`config.mk`:
```
export PLATFORM = sky130hd
export DESIGN_NAME = pc_fetch_sequencer
export DESIGN_NICKNAME = d
export VERILOG_FILES = /design/src/rtl/pc_fetch_sequencer.sv
export SDC_FILE = /design/constraint.sdc
export NUM_CORES = 1
export LEC_CHECK = 0
export CORE_MARGIN = 2
export CORE_UTILIZATION = 45
export DETAILED_ROUTE_END_ITERATION = 10
export PLACE_DENSITY = 0.86
export SLEW_MARGIN = 20
export SYNTH_ARGS = -nofsm -noshare
export SYNTH_HDL_FRONTEND = slang
export SYNTH_SLANG_ARGS = --single-unit
```
`constraint.sdc`:
```
create_clock -name clk -period 5.2 [get_ports clk]
set_clock_uncertainty 0.1 [all_clocks]
set_input_delay 1.56 -clock clk [delete_from_list [all_inputs] [get_ports clk]]
set_output_delay 1.56 -clock clk [all_outputs]
set_load 0.05 [all_outputs]
```
`src/rtl/pc_fetch_sequencer.sv`:
```
// pc_fetch_sequencer: program counter and instruction-fetch sequencer.
// Sits behind the branch decision stage. Maintains the PC, issues fetch
// requests, flushes younger instructions on redirects and stops on HALT.
// Optional feature: define TAKEN_CNT_EN to add a saturating taken-branch
// counter on o_taken_cnt.
module pc_fetch_sequencer #(
  parameter int unsigned     PC_W      = 16,
  parameter logic [PC_W-1:0] RESET_VEC = '0,
  parameter int unsigned     CNT_W     = 16
) (
  input  logic            clk,
  input  logic            rst,
  input  logic            i_br_valid,
  input  logic            i_branch_sel,
  input  logic [PC_W-1:0] i_br_target,
  input  logic            i_jmp_en,
  input  logic [PC_W-1:0] i_jmp_target,
  input  logic            i_halt,
  input  logic            i_stall,
  input  logic            i_imem_rdy,
  output logic [PC_W-1:0] o_pc,
  output logic [PC_W-1:0] o_pc_plus1,
  output logic            o_fetch_req,
  output logic            o_flush,
  output logic            o_halted
`ifdef TAKEN_CNT_EN
  ,
  output logic [CNT_W-1:0] o_taken_cnt
`endif
);

  typedef enum logic [1:0] {
    S_IDLE   = 2'd0,
    S_RUN    = 2'd1,
    S_HALTED = 2'd2
  } state_t;

  state_t          r_state;
  logic [PC_W-1:0] r_pc;
  logic            r_fetch_req;
  logic            r_flush;
  logic            r_halted;
  logic [PC_W-1:0] w_pc_plus1;
  logic            w_br_taken;

  // Reject a zero-width counter configuration at elaboration.
  if (CNT_W == 0) begin : g_bad_cnt_w
    $error("pc_fetch_sequencer: CNT_W must be nonzero");
  end

  assign w_pc_plus1 = r_pc + PC_W'(1);
  assign w_br_taken = i_br_valid & i_branch_sel;

  // Sequencer FSM: next-PC selection, fetch request, flush and halt flags.
  always_ff @(posedge clk or posedge rst) begin
    if (rst) begin
      r_state     <= S_IDLE;
      r_pc        <= RESET_VEC;
      r_fetch_req <= 1'b0;
      r_flush     <= 1'b0;
      r_halted    <= 1'b0;
    end else begin
      r_flush <= 1'b0;
      case (r_state)
        S_IDLE: begin
          r_state     <= S_RUN;
          r_fetch_req <= 1'b1;
        end
        S_RUN: begin
          // Redirects win over halt, stall and memory back-pressure.
          if (w_br_taken) begin
            r_pc    <= i_br_target;
            r_flush <= 1'b1;
          end else if (i_jmp_en) begin
            r_pc    <= i_jmp_target;
            r_flush <= 1'b1;
          end else if (i_halt) begin
            r_state     <= S_HALTED;
            r_fetch_req <= 1'b0;
            r_halted    <= 1'b1;
          end else if (!i_stall && i_imem_rdy) begin
            r_pc <= w_pc_plus1;
          end
        end
        S_HALTED: begin
          r_fetch_req <= 1'b0;
          r_halted    <= 1'b1;
        end
        default: begin
          r_state <= S_IDLE;
        end
      endcase
    end
  end

`ifdef TAKEN_CNT_EN
  logic [CNT_W-1:0] r_taken_cnt;

  // Saturating count of accepted taken-branch redirects (jumps excluded).
  always_ff @(posedge clk or posedge rst) begin
    if (rst) begin
      r_taken_cnt <= '0;
    end else if ((r_state == S_RUN) && w_br_taken && (r_taken_cnt != '1)) begin
      r_taken_cnt <= r_taken_cnt + CNT_W'(1);
    end
  end

  assign o_taken_cnt = r_taken_cnt;
`endif

  assign o_pc        = r_pc;
  assign o_pc_plus1  = w_pc_plus1;
  assign o_fetch_req = r_fetch_req;
  assign o_flush     = r_flush;
  assign o_halted    = r_halted;

endmodule

```
==> impl_metrics.env, run 1 <==
export IMPL_whs_endpoint="o_halted$_DFFE_PP0P_"
export IMPL_ys_flop_type="dfrtp_1"
export IMPL_fin_cells=323
export IMPL_slew_headroom_pct=33.3
export IMPL_hp_class="reg -> reg"
export IMPL_r2r_start="r_state[1]$_DFFE_PP0P_"
export IMPL_die_y_um=64.9
export IMPL_ios=75
export IMPL_hpwl_mm=3.51
export IMPL_p_leak_uw=0.00104
export IMPL_grt_max_degree=33
export IMPL_slew_violations=0
export IMPL_finalCriticalPeriod_ns=4.53
export IMPL_min_period_over_period_pct=87.1
export IMPL_grt_pass1_wl_mm=7.67
export IMPL_vdd_drop_max_v=0.000100
export IMPL_ys_warn_count=0
export IMPL_antenna_found_initial=0
export IMPL_reg2reg_depth=7
export IMPL_hp_start="o_halted$_DFFE_PP0P_"
export IMPL_outcome="complete, no violations"
export IMPL_placed_cells=319
export IMPL_cts_resized=0
export IMPL_vias=1812
export IMPL_cp_arrival_ns=2.87
export IMPL_tns_ns=0
export IMPL_synthesis_nets=248
export IMPL_die_x_um=64.9
export IMPL_drtAntennaViolNets=0
export IMPL_tritoncts="built"
export IMPL_reg2reg_to="o_pc[5]$_DFFE_PP0P_"
export IMPL_cts_sinks=21
export IMPL_ys_ff_latch=21
export IMPL_p_per_area_mw_per_mm2=163
export IMPL_start_util_pct=46.3
export IMPL_netlist_instances=203
export IMPL_synth_area_per_cell_um2=8.23
export IMPL_routedWlPerCell_um=14.7
export IMPL_htreeDepth=1
export IMPL_hold_path_depth=1
export IMPL_fp_row_count=22
export IMPL_start_kind="flop"
export IMPL_final_common_cell="clkdlybuf4s50_1"
export IMPL_gp_congestion=0.852
export IMPL_setup_ws_ns=0.673
export IMPL_worstPathMaxFanout=11
export IMPL_cts_hold_buf=0
export IMPL_layout_common_cells="clkdlybuf4s50_1 (74), a21oi_1 (21), dfrtp_1 (21)"
export IMPL_finalPower_uw=408
export IMPL_finalWirelength_mm=4.75
export IMPL_die_area_mm2=0.00422
export IMPL_grt_pass1_vias=1623
export IMPL_clockBufferDepth=2
export IMPL_cp_end_kind="output port"
export IMPL_async_reset_ff_share_pct=100
export IMPL_finalHoldViolations=0
export IMPL_setup_viol=0
export IMPL_tightest_slew_ns=0.991
export IMPL_syn_area_mm2=0.00167
export IMPL_regToRegSetupSlack_ns=2.49
export IMPL_rsz0062_at_grt="no"
export IMPL_drc_errors=0
export IMPL_clkSlewWorstSetupHoldPaths_ns=0.08
export IMPL_dr_pass1_iters=4
export IMPL_whs_ns=0.373
export IMPL_yosysSeqAreaShare_pct=31.5
export IMPL_viasPerCell=5.61
export IMPL_synth_cell_type_count=49
export IMPL_cts_root_buffer="clkbuf_8"
export IMPL_grt_total_usage_pct=23.5
export IMPL_cp_required_ns=3.54
export IMPL_area_delta_synth_final_pct=50.0
export IMPL_port_buffers=74
export IMPL_cts_setup_buffers=0
export IMPL_max_cap_violations=0
export IMPL_synth_edf_count=0
export IMPL_core_mm2=0.00361
export IMPL_drt_iter0_drc=97
export IMPL_nets=321
export IMPL_antenna_cells=0
export IMPL_pre_cts_slack_ns=0.991
export IMPL_drive_above_1_share_pct=6.91
export IMPL_numCtsBuffers=3
export IMPL_overflow=0
export IMPL_clk_latency_ns=0.26
export IMPL_crit_type="reg -> out"
export IMPL_fmax_mhz=221
-- logic make-up after synthesis --
logic type               Yosys count  synth area share (%)
AO/OA/AOI/OAI                     68                  27.8
multiplexers                       5                  3.15
adder cells (fa/ha/maj)            5                  3.75
XOR/XNOR                           9                  4.72
AND/OR/NAND/NOR                   72                  23.8
buffers and inverters             23                  5.32
flip-flops                        21                  31.5
-- sequential cells by signal, summed over array words and instances (netlist names) --
name and cells:
o_flush 1, o_halted 1, o_fetch_req 1, o_pc 16
r_state 2
-- routing by layer --
metal  vias up  GRT usage [%]  share of wire (%)
li1        891              -                  -
met1       842           30.0                 43
met2        74           39.7                 49
met3         5           4.17                6.6
met4         0           7.98                1.3
met5         -              0                  0
-- power breakdown --
part | switching [µW] | internal (µW)
Clock | 55.5 | 54.7
Combinational | 65.2 | 56.4
Sequential | 8.44 | 167
-- per-stage QoR --
step / utilization (%) / cell area, µm²
2_1_floorplan: - / 1670
6_report: 69.5 / 2510
5_1_grt: 69.5 / 2510
3_5_place_dp: 68.3 / 2460
3_3_place_gp: 68.3 / 2460
4_1_cts: 69.5 / 2510
-- cell usage after synthesis (4+ instances only) --
master	count	area share (%)
o211ai_1	4	1.8
nand2b_1	6	2.2
or2_2	4	1.5
dfrtp_1	21	31
xnor2_1	6	3.1
nand3_1	8	2.4
clkbuf_1	7	1.6
nand2_1	16	3.6
o31ai_1	6	2.7
inv_1	13	2.9
nor2_1	15	3.4
o21a_1	4	1.8
a21oi_1	21	6.3
ha_1	5	3.7
o21ai_0	9	2.7
nor3_1	5	1.5
-- layout make-up --
cell class	instances	area (µm²)
fill	301	1100
multi-input combinational	159	1060
timing repair buffer	78	771
clock buffer	4	45.0
inverter	13	48.8
sequential	21	526
tap	48	60.1
-- critical path, stage by stage, from the launching register on --
cell and delay, ns:
dfrtp_1 0.49, nand4_1 0.45, or4_4 0.68, xnor2_1 0.16, clkdlybuf4s50_1 0.82
-- worst max-delay path by stage --
stage | start | to | slack [ns]
final | o_pc[4]$_DFFE_PP0P_ | o_pc_plus1[15] | 0.67
after global routing | o_pc[4]$_DFFE_PP0P_ | o_pc_plus1[15] | 0.56
after CTS | o_pc[4]$_DFFE_PP0P_ | o_pc_plus1[15] | 0.70
after detailed placement | o_pc[4]$_DFFE_PP0P_ | o_pc_plus1[15] | 0.99
after global placement | o_pc[4]$_DFFE_PP0P_ | o_pc_plus1[15] | 1.06
after floorplan | o_pc[0]$_DFFE_PP0P_ | o_pc_plus1[14] | 1.07
No activity file was read; power rests on OpenSTA's default activity.
==> run 2, diff against run 1 <==
--- a/config.mk
+++ b/config.mk
@@ -9,6 +9,7 @@
 export CORE_UTILIZATION = 45
 export DETAILED_ROUTE_END_ITERATION = 10
 export PLACE_DENSITY = 0.86
+export SKIP_LAST_GASP = 1
 export SLEW_MARGIN = 20
 export SYNTH_ARGS = -nofsm -noshare
 export SYNTH_HDL_FRONTEND = slang
==> results of run 2 <==
Same layout as run 1: the final DEF is identical, and so are final timing and power.
